`src/rtl/commit_trace_if.sv`:
```
// Bundle of commit-side inputs and aligned difftest-side outputs for commit_trace_align.
// Flow control: a lane is taken when in_valid[i]=1 and stall=0; out_valid is only ever shown on cycles with stall=0.
interface commit_trace_if #(
  parameter int NCH  = 2,
  parameter int XLEN = 64
);
  logic                stall;
  logic [NCH-1:0]      in_valid;
  logic [NCH*XLEN-1:0] in_pc;
  logic [NCH*32-1:0]   in_instr;
  logic [NCH-1:0]      in_wen;
  logic [NCH*5-1:0]    in_wdest;
  logic [NCH*XLEN-1:0] in_wdata;
  logic [NCH-1:0]      in_skip;
  logic [1:0]          in_mode;
  logic                in_trap;
  logic [2:0]          in_trap_code;

  logic [NCH-1:0]      out_valid;
  logic [NCH*XLEN-1:0] out_pc;
  logic [NCH*32-1:0]   out_instr;
  logic [NCH-1:0]      out_wen;
  logic [NCH*8-1:0]    out_wdest;
  logic [NCH*XLEN-1:0] out_wdata;
  logic [NCH-1:0]      out_skip;
  logic [1:0]          out_mode;
  logic                trap_valid;
  logic [2:0]          trap_code;
  logic [XLEN-1:0]     trap_pc;
  logic [63:0]         cycle_cnt;
  logic [63:0]         instr_cnt;
  logic [1:0]          fsm_state;

  modport master (
    output stall, in_valid, in_pc, in_instr, in_wen, in_wdest, in_wdata, in_skip,
           in_mode, in_trap, in_trap_code,
    input  out_valid, out_pc, out_instr, out_wen, out_wdest, out_wdata, out_skip,
           out_mode, trap_valid, trap_code, trap_pc, cycle_cnt, instr_cnt, fsm_state
  );

  modport slave (
    input  stall, in_valid, in_pc, in_instr, in_wen, in_wdest, in_wdata, in_skip,
           in_mode, in_trap, in_trap_code,
    output out_valid, out_pc, out_instr, out_wen, out_wdest, out_wdata, out_skip,
           out_mode, trap_valid, trap_code, trap_pc, cycle_cnt, instr_cnt, fsm_state
  );
endinterface

```
`src/rtl/commit_trace_align.sv`:
```
// Delays commit lanes by DELAY cycles and privilege mode by MODE_LAG cycles so difftest
// probes see pc/instr/writeback/mode aligned; counts cycles/instructions and sequences halt.
module commit_trace_align #(
  parameter int NCH      = 2,
  parameter int XLEN     = 64,
  parameter int DELAY    = 2,
  parameter int MODE_LAG = 1
) (
  input logic           clk,
  input logic           reset,
  commit_trace_if.slave bus
);
  typedef struct packed {
    logic                      trap;
    logic [2:0]                code;
    logic [NCH-1:0]            valid;
    logic [NCH-1:0][XLEN-1:0]  pc;
    logic [NCH-1:0][31:0]      instr;
    logic [NCH-1:0]            wen;
    logic [NCH-1:0][4:0]       wdest;
    logic [NCH-1:0][XLEN-1:0]  wdata;
    logic [NCH-1:0]            skip;
  } bundle_t;

  typedef enum logic [1:0] {RUN = 2'd0, TRAP = 2'd1, HALTED = 2'd2} state_t;

  state_t          state_q, state_d;
  logic            trap_hit;
  logic            shift_en;
  bundle_t         cap;
  bundle_t         st [DELAY];
  bundle_t         last;
  logic [XLEN-1:0] youngest_pc;
  logic [NCH-1:0]  vld_out;
  logic [63:0]     commit_cnt;
  logic [NCH*8-1:0] wdest_ext;
  logic [2:0]      trap_code_q;
  logic [XLEN-1:0] trap_pc_q;
  logic [63:0]     cycle_q, instr_q;

  // Once halted the chain is frozen so nothing past the halt can leak out.
  assign shift_en = !bus.stall && (state_q != HALTED);
  assign last     = st[DELAY-1];

  always_comb begin
    cap      = '0;
    cap.trap = bus.in_trap;
    cap.code = bus.in_trap ? bus.in_trap_code : 3'd0;
    for (int i = 0; i < NCH; i++) begin
      if (bus.in_valid[i]) begin
        cap.valid[i] = 1'b1;
        cap.pc[i]    = bus.in_pc[i*XLEN +: XLEN];
        cap.instr[i] = bus.in_instr[i*32 +: 32];
        cap.wen[i]   = bus.in_wen[i] && (bus.in_wdest[i*5 +: 5] != 5'd0);
        cap.wdest[i] = bus.in_wdest[i*5 +: 5];
        cap.wdata[i] = bus.in_wdata[i*XLEN +: XLEN];
        cap.skip[i]  = bus.in_skip[i];
      end
    end
  end

  always_ff @(posedge clk) begin
    if (reset) begin
      for (int k = 0; k < DELAY; k++) st[k] <= '0;
    end else if (shift_en) begin
      st[0] <= cap;
      for (int k = 1; k < DELAY; k++) st[k] <= st[k-1];
    end
  end

  generate
    if (MODE_LAG == 0) begin : g_mode_comb
      assign bus.out_mode = bus.in_mode;
    end else begin : g_mode_reg
      logic [1:0] mode_st [MODE_LAG];
      always_ff @(posedge clk) begin
        if (reset) begin
          for (int k = 0; k < MODE_LAG; k++) mode_st[k] <= 2'b11;
        end else if (shift_en) begin
          mode_st[0] <= bus.in_mode;
          for (int k = 1; k < MODE_LAG; k++) mode_st[k] <= mode_st[k-1];
        end
      end
      assign bus.out_mode = mode_st[MODE_LAG-1];
    end
  endgenerate

  always_ff @(posedge clk) begin
    if (reset) state_q <= RUN;
    else       state_q <= state_d;
  end

  always_comb begin
    state_d  = state_q;
    trap_hit = 1'b0;
    case (state_q)
      RUN: begin
        if (last.trap && !bus.stall) begin
          state_d  = TRAP;
          trap_hit = 1'b1;
        end
      end
      TRAP:    state_d = HALTED;
      HALTED:  state_d = HALTED;
      default: state_d = RUN;
    endcase
  end

  always_comb begin
    youngest_pc = '0;
    for (int i = 0; i < NCH; i++) begin
      if (last.valid[i]) youngest_pc = last.pc[i];
    end
  end

  always_ff @(posedge clk) begin
    if (reset) begin
      trap_code_q <= 3'd0;
      trap_pc_q   <= '0;
    end else if (trap_hit) begin
      trap_code_q <= last.code;
      trap_pc_q   <= youngest_pc;
    end
  end

  // Commits are shown only in RUN; bundles behind the halt instruction are dropped.
  assign vld_out = (state_q == RUN && !bus.stall) ? last.valid : '0;

  always_comb begin
    commit_cnt = '0;
    wdest_ext  = '0;
    for (int i = 0; i < NCH; i++) begin
      commit_cnt = commit_cnt + 64'(vld_out[i]);
      wdest_ext[i*8 +: 8] = {3'b000, last.wdest[i]};
    end
  end

  always_ff @(posedge clk) begin
    if (reset) begin
      cycle_q <= '0;
      instr_q <= '0;
    end else if (state_q != HALTED) begin
      cycle_q <= cycle_q + 64'd1;
      instr_q <= instr_q + commit_cnt;
    end
  end

  assign bus.out_valid  = vld_out;
  assign bus.out_pc     = last.pc;
  assign bus.out_instr  = last.instr;
  assign bus.out_wen    = last.wen;
  assign bus.out_wdest  = wdest_ext;
  assign bus.out_wdata  = last.wdata;
  assign bus.out_skip   = last.skip;
  assign bus.trap_valid = (state_q == TRAP);
  assign bus.trap_code  = trap_code_q;
  assign bus.trap_pc    = trap_pc_q;
  assign bus.cycle_cnt  = cycle_q;
  assign bus.instr_cnt  = instr_q;
  assign bus.fsm_state  = state_q;
endmodule

```
`src/flat_wrapper.sv`:
```
// flat-port wrapper written by rule: the top's interface ports become plain ports
module commit_trace_align_flat 
#(
  parameter int NCH      = 2,
  parameter int XLEN     = 64,
  parameter int DELAY    = 2,
  parameter int MODE_LAG = 1
)
  (clk, reset, bus_stall, bus_in_valid, bus_in_pc, bus_in_instr, bus_in_wen, bus_in_wdest, bus_in_wdata, bus_in_skip, bus_in_mode, bus_in_trap, bus_in_trap_code, bus_out_valid, bus_out_pc, bus_out_instr, bus_out_wen, bus_out_wdest, bus_out_wdata, bus_out_skip, bus_out_mode, bus_trap_valid, bus_trap_code, bus_trap_pc, bus_cycle_cnt, bus_instr_cnt, bus_fsm_state);
  commit_trace_if #(.NCH(NCH), .XLEN(XLEN)) bus_i ();
  input logic clk;
  input logic reset;
  input wire logic [$bits(bus_i.stall)-1:0] bus_stall;
  input wire logic [$bits(bus_i.in_valid)-1:0] bus_in_valid;
  input wire logic [$bits(bus_i.in_pc)-1:0] bus_in_pc;
  input wire logic [$bits(bus_i.in_instr)-1:0] bus_in_instr;
  input wire logic [$bits(bus_i.in_wen)-1:0] bus_in_wen;
  input wire logic [$bits(bus_i.in_wdest)-1:0] bus_in_wdest;
  input wire logic [$bits(bus_i.in_wdata)-1:0] bus_in_wdata;
  input wire logic [$bits(bus_i.in_skip)-1:0] bus_in_skip;
  input wire logic [$bits(bus_i.in_mode)-1:0] bus_in_mode;
  input wire logic [$bits(bus_i.in_trap)-1:0] bus_in_trap;
  input wire logic [$bits(bus_i.in_trap_code)-1:0] bus_in_trap_code;
  output wire logic [$bits(bus_i.out_valid)-1:0] bus_out_valid;
  output wire logic [$bits(bus_i.out_pc)-1:0] bus_out_pc;
  output wire logic [$bits(bus_i.out_instr)-1:0] bus_out_instr;
  output wire logic [$bits(bus_i.out_wen)-1:0] bus_out_wen;
  output wire logic [$bits(bus_i.out_wdest)-1:0] bus_out_wdest;
  output wire logic [$bits(bus_i.out_wdata)-1:0] bus_out_wdata;
  output wire logic [$bits(bus_i.out_skip)-1:0] bus_out_skip;
  output wire logic [$bits(bus_i.out_mode)-1:0] bus_out_mode;
  output wire logic [$bits(bus_i.trap_valid)-1:0] bus_trap_valid;
  output wire logic [$bits(bus_i.trap_code)-1:0] bus_trap_code;
  output wire logic [$bits(bus_i.trap_pc)-1:0] bus_trap_pc;
  output wire logic [$bits(bus_i.cycle_cnt)-1:0] bus_cycle_cnt;
  output wire logic [$bits(bus_i.instr_cnt)-1:0] bus_instr_cnt;
  output wire logic [$bits(bus_i.fsm_state)-1:0] bus_fsm_state;
  assign bus_i.stall = bus_stall;
  assign bus_i.in_valid = bus_in_valid;
  assign bus_i.in_pc = bus_in_pc;
  assign bus_i.in_instr = bus_in_instr;
  assign bus_i.in_wen = bus_in_wen;
  assign bus_i.in_wdest = bus_in_wdest;
  assign bus_i.in_wdata = bus_in_wdata;
  assign bus_i.in_skip = bus_in_skip;
  assign bus_i.in_mode = bus_in_mode;
  assign bus_i.in_trap = bus_in_trap;
  assign bus_i.in_trap_code = bus_in_trap_code;
  assign bus_out_valid = bus_i.out_valid;
  assign bus_out_pc = bus_i.out_pc;
  assign bus_out_instr = bus_i.out_instr;
  assign bus_out_wen = bus_i.out_wen;
  assign bus_out_wdest = bus_i.out_wdest;
  assign bus_out_wdata = bus_i.out_wdata;
  assign bus_out_skip = bus_i.out_skip;
  assign bus_out_mode = bus_i.out_mode;
  assign bus_trap_valid = bus_i.trap_valid;
  assign bus_trap_code = bus_i.trap_code;
  assign bus_trap_pc = bus_i.trap_pc;
  assign bus_cycle_cnt = bus_i.cycle_cnt;
  assign bus_instr_cnt = bus_i.instr_cnt;
  assign bus_fsm_state = bus_i.fsm_state;
  commit_trace_align #(.NCH(NCH), .XLEN(XLEN), .DELAY(DELAY), .MODE_LAG(MODE_LAG)) u_core (.clk(clk), .reset(reset), .bus(bus_i));
endmodule
```
`config.mk`:
```
export PLATFORM = sky130hd
export DESIGN_NAME = commit_trace_align_flat
export DESIGN_NICKNAME = d
export VERILOG_FILES = /design/src/rtl/commit_trace_if.sv /design/src/rtl/commit_trace_align.sv /design/src/flat_wrapper.sv
export SDC_FILE = /design/constraint.sdc
export NUM_CORES = 1
export LEC_CHECK = 0
export CAP_MARGIN = 15
export CORE_AREA = 2 2 348 350
export CTS_CLUSTER_DIAMETER = 120
export CTS_CLUSTER_SIZE = 24
export DETAILED_ROUTE_END_ITERATION = 6
export DIE_AREA = 0 0 350 352
export GPL_ROUTABILITY_DRIVEN = 0
export SYNTH_ARGS = -nofsm -noshare
export SYNTH_HDL_FRONTEND = slang
export SYNTH_SLANG_ARGS = --single-unit
```
`constraint.sdc`:
```
create_clock -name clk -period 53.8 [get_ports clk]
set_clock_uncertainty 0.15 [all_clocks]
set_input_delay 10.76 -clock clk [delete_from_list [all_inputs] [get_ports clk]]
set_output_delay 10.76 -clock clk [all_outputs]
set_load 0.01 [all_outputs]
```
* Yosys cells after proc, flatten, opt, wreduce, memory -nomap -nowiden
Memories as Yosys holds them, arrays and structs flattened.
Index checks and enable logic that the tools add are counted.
** Word-level totals
- Bits of input ports :: 345
- Bits in writable memories :: 682
- Output and inout bits :: 542
- Memories :: 2
- Word-level logic and storage cells :: 58
- Bits in registers :: 197
** Memory list
- u_core.st :: words 2, bits a word 340, rd ports 2, clocked after memory_dff 0, wr ports 2, line commit_trace_align.sv:31 : bundle_t st [DELAY];
- u_core.g_mode_reg.mode_st :: words 1, bits a word 2, rd ports 1, clocked after memory_dff 0, wr ports 1, line commit_trace_align.sv:75 : logic [1:0] mode_st [MODE_LAG];
** Cells by class
- Reduce and logical (&&, ||, !) cells :: 11
- Mux-type cells :: 31
- Bitwise gates (word level) :: 2
- Eq/ne operators :: 4
- Add/sub/neg operators :: 3
** Operators by type and width (number)
- 340-bit 2-to-1 mux :: 2
- 64-bit 2-to-1 mux :: 6
- 64-bit by 1-bit adder with 64-bit output (second input constant) :: 1
- 64-bit adder :: 1
- 32-bit 2-to-1 mux :: 2
- 1-bit 2-to-1 mux :: 14
- 5-bit 2-to-1 mux :: 2
- 5-bit nonzero test :: 2
- 2-bit 2-to-1 mux :: 3
- 1-bit logical AND :: 5
- 2-bit one-hot mux with 2 select lines :: 1
- 2-bit OR reduction :: 2
- 3-bit 2-to-1 mux :: 1
- 1-bit by 1-bit adder with 2-bit output :: 1
- 2-bit by 1-bit equality test with 1-bit output (second input constant) :: 1
- 2-bit equality test (second input constant) :: 1
- 2-bit logical NOT :: 1
- 2-bit by 1-bit inequality test with 1-bit output (second input constant) :: 1
- 2-bit inequality test (second input constant) :: 1
- 1-bit bitwise OR :: 2
- 1-bit logical NOT :: 1

* Longest topological paths before layout
- Word-level depth :: 7
- Gate-level depth with buffers :: 14
- Gate-level depth less buffers :: 13

* Least setup slack after synthesis
No wires, ideal clock.
- Path kind :: input-to-reg
- Start :: input port bus_stall
- End :: memory u_core.g_mode_reg.mode_st[0][0] (enable)
- Required time :: 51.778 ns
- Path slack :: 9.888 ns
- Stages :: 1
- Setup time :: 1.872 ns
- Path buffers :: 0
- Data arrival time :: 41.890 ns
- Cell sequence :: o21bai_1
** On the way
- Word-level cells in the longest chain between the ends :: 7
** Ends and longest elaborated chain
- from (decl) :: line flat_wrapper.sv:13 : input wire logic [$bits(bus_i.stall)-1:0] bus_stall;
- 1-bit logical NOT * :: line commit_trace_align.sv:42 : assign shift_en = !bus.stall && (state_q != HALTED);
- 1-bit logical AND * :: line commit_trace_align.sv:42
- 1-bit 2-to-1 mux * :: line commit_trace_align.sv:79 : end else if (shift_en) begin
- 1-bit 2-to-1 mux * :: line commit_trace_align.sv:77 : if (reset) begin
- 1-bit 2-to-1 mux (implied by the code) * :: line commit_trace_align.sv:80 : mode_st[0] <= bus.in_mode;
- 2-bit OR reduction (no source line)
- 1-bit 2-to-1 mux (no source line) *
- to (decl) :: line commit_trace_align.sv:75
Mark *: on every way between the ends. The rest lies on a longest branch, timed or not.

* Worst setup path after layout
- Start :: input port bus_stall
- End :: output port bus_out_valid[0]
** On the way
- Word-level cells in the longest chain between the ends :: 3
** Ends and longest elaborated chain
- 1-bit logical NOT :: line commit_trace_align.sv:127 : assign vld_out = (state_q == RUN && !bus.stall) ? last.valid : '0;
- 1-bit logical AND :: line commit_trace_align.sv:127
- 2-bit 2-to-1 mux :: line commit_trace_align.sv:127
- to (decl) :: line flat_wrapper.sv:24 : output wire logic [$bits(bus_i.out_valid)-1:0] bus_out_valid;
Every way passes these cells.

==> key figures <==
STA
  • TNS Setup: 0 ns
  • Worst Tran Pin Value: 1.12 ns
  • Highest Clock Rate: 0.0429 GHz
  • Final setup violation count: 0
  • Unrepaired setup endpoints after global routing: false
  • Max-slew violation count: 0
  • Final hold vios: 0
  • Tcrit/Tclk final: 43.3%
  • Tmin final: 23.31 ns
  • Relative slew slack: 25.7%

Power
  • Peak supply drop: 0.0253 mV
  • Leak: 0.0173 uW
  • Power density cells: 31.7 mW/mm2

Job
  • Max Cap Viol: 0

Layout
  • Most frequent cells in the layout: clkdlybuf4s50_1, edfxtp_1, and3_1, and2_1, dfxtp_1
  • Share of cells above drive strength 1: 3.14%
  • Nets: 3,730
  • Area Overhead vs Synth: 25.4%
  • Commonest non-fill, non-tap cell in the layout: clkdlybuf4s50_1
  • Layout Utilization: 38.8%

Critical path
  • Crit Path Category: in2out
  • Crit-path most repeated cell: clkdlybuf4s50_1
  • Crit-path max FO: 4
  • Critical path depth: 4
  • Sum of buffers and inverters on the critical path: 2
  • CP Launch Type: primary input
  • CP cell instances: clkdlybuf4s50_1 > nor2b_1 > and2_1 > clkdlybuf4s50_1
  • Slowest-stage cell, CP: clkdlybuf4s50_1
  • Arrival @ worst endpoint: 12.40 ns
  • Req. time, crit path: 42.89 ns
  • Kind of cell adding the most delay to the critical path: buffers and inverters
  • CP Capture Type: primary output
  • Reg2Reg Depth: 8
  • Slowest stage delay, CP: 0.54 ns

Global route
  • First-pass GRT wire length: 158 mm
  • GRT overflow: 0
  • GRT Total Usage: 17.3%
  • Vias in the first global route: 22,400
  • Initial antenna violation count: 30
  • Pin count of the biggest net entering global routing: 272

Floorplanning
  • Starting Density: 30.9%
  • Die W: 350 um
  • Die height: 352 um
  • Rows: 127
  • DIE AREA: 0.123 mm2
  • Core ar.: 0.119 mm2
  • Top-Level Pins: 887

Yosys
  • Post-synth top area cell: edfxtp_1
  • Syn Std Cell Area: 0.0369 mm2
  • Post-Synthesis Cells: 2,933
  • Post-synth top area share: 55.5%
  • Yosys warning total: 0
  • Dominant synthesized flop cell: edfxtp_1
  • Syn_area_per_cell: 12.6 um2
  • Top post-synthesis cells by area: edfxtp_1, dfxtp_1, buf_4
  • Count of cell types in the netlist: 49
  • Seq/Total Area, Yosys: 66.2%
  • Ys async rst share: 0%
  • Number of synthesized flops with an enable pin: 682
  • Register bit total from synthesis: 879

Status
  • Status: complete, no violations

Clock network
  • CTS tree: yes
  • Clock buffer count from CTS: 45
  • Post-cts hold buffer count: 0
  • Bufs on Longest Clock Path: 3
  • Clk Latency, worst-skew pair: 0.65 ns
  • Clock Sinks: 879
  • # resized after CTS: 0
  • Clock transition at path regs: 0.10 ns
  • Post-CTS Setup Inserts: 0
  • H-tree depth: 2
  • Root Driver: clkbuf_16

Detailed routing
  • First-iteration detailed-routing DRC count: 2,030
  • Via count: 23,500
  • DR DRC count: 0
  • Antenna Violating Nets Remaining: 0
  • Post-Route WL: 111 mm
  • Iteration count of the initial detailed-routing pass: 5
  • Wire per inst: 22.0 um
  • Via density: 4.66

Placed design
  • IO Port Bufs: 880
  • Detailed placement HPWL: 78.5 mm

Worst hold path
  • Worst hold path type: reg2reg
  • Worst hold path stage count: 2
## final timing paths
check / slack, ns / start / endpoint
worst min register to register: 0.32 / u_core.bus.trap_code[0] / u_core.bus.trap_code[0]
worst min-delay path: 0.32 / u_core.bus.trap_code[0] / u_core.bus.trap_code[0]
worst max-delay path: 30.49 / bus_stall / bus_out_valid[0]
worst max register to register: 48.12 / u_core.bus.fsm_state[0] / u_core.st[0][536]
## cells in the mapped netlist (all sizes together), types with 2 or more instances
cell type  count
edfxtp       682
and3         353
and2         351
buf          346
dfxtp        197
nor2         173
clkbuf       169
nor3          89
nand2         65
a221oi        63
nand4         62
nand3         58
a21oi         50
xor2          43
or3           36
o21ai         35
xnor2         34
nor4          30
inv           18
or4           12
nor2b         11
ha             8
o31ai          7
nand4b         6
and4           4
or2            4
nand3b         3
a31o           2
mux2           2
mux2i          2
nand2b         2
nand4bb        2
nor3b          2
o311a          2
## cell families (layout without fill, tap and decap cells)
group | count (synthesis) | count (layout) | share of synthesized area, %
flops | 879 | 879 | 66.2
buf+inv | 533 | 1008 | 8.89
fa+ha+maj | 9 | 9 | 0.325
xor+xnor | 77 | 77 | 1.83
other cells | 1 | 20 | 0.0102
compound gates | 163 | 163 | 2.98
simple gates | 1267 | 1267 | 19.7
mux | 4 | 4 | 0.115
## report_power, final
part / internal, uW / switching [uW] / total, uW
Clock: 173 / 232 / 405
Combinational: 108 / 119 / 227
Sequential: 809 / 28.4 / 837
## tightest hold or removal path, cell delays in order (launching register included)
cell and delay (ns):
dfxtp_1 0.32, nand2_1 0.06, a21oi_1 0.05
## area by class of cell
type / instances / area (um2)
multi-input cells: 1526 / 9270
flip-flops and latches: 879 / 24400
diodes: 14 / 35.0
clock inverters: 8 / 133
repair buffers: 906 / 9040
clock buffers: 76 / 1310
inverters: 18 / 67.6
well taps: 1612 / 2020
fillers: 11300 / 73100
## state kept, by name (all words and copies together) (netlist names)
register,cells
u_core.bus.cycle_cnt,64
u_core.bus.fsm_state,2
u_core.bus.instr_cnt,64
u_core.bus.trap_code,3
u_core.bus.trap_pc,64
u_core.g_mode_reg.mode_st,2
u_core.st,680
## layer usage
layer	global-route usage (%)	part of all wire (%)	vias up
met2	28.3	48	817
met3	5.68	9.0	151
met4	6.68	3.4	14
li1	-	-	11000
met1	21.0	40	11500
met5	0	0.084	-
## per-stage QoR
stage	power, uW	hold WS [ns]	instances	cell area [um2]	worst slack [ns]
4_1_cts	1490	0.324	5025	46300	30.49
2_1_floorplan	1030	0.321	2938	36900	9.89
6_report	1470	0.322	5039	46300	30.49
5_1_grt	1530	0.348	5036	46300	30.41
3_5_place_dp	1080	0.310	4941	44800	30.50
3_3_place_gp	1080	0.295	4941	44800	30.50
(Power assumes the default switching activity.)
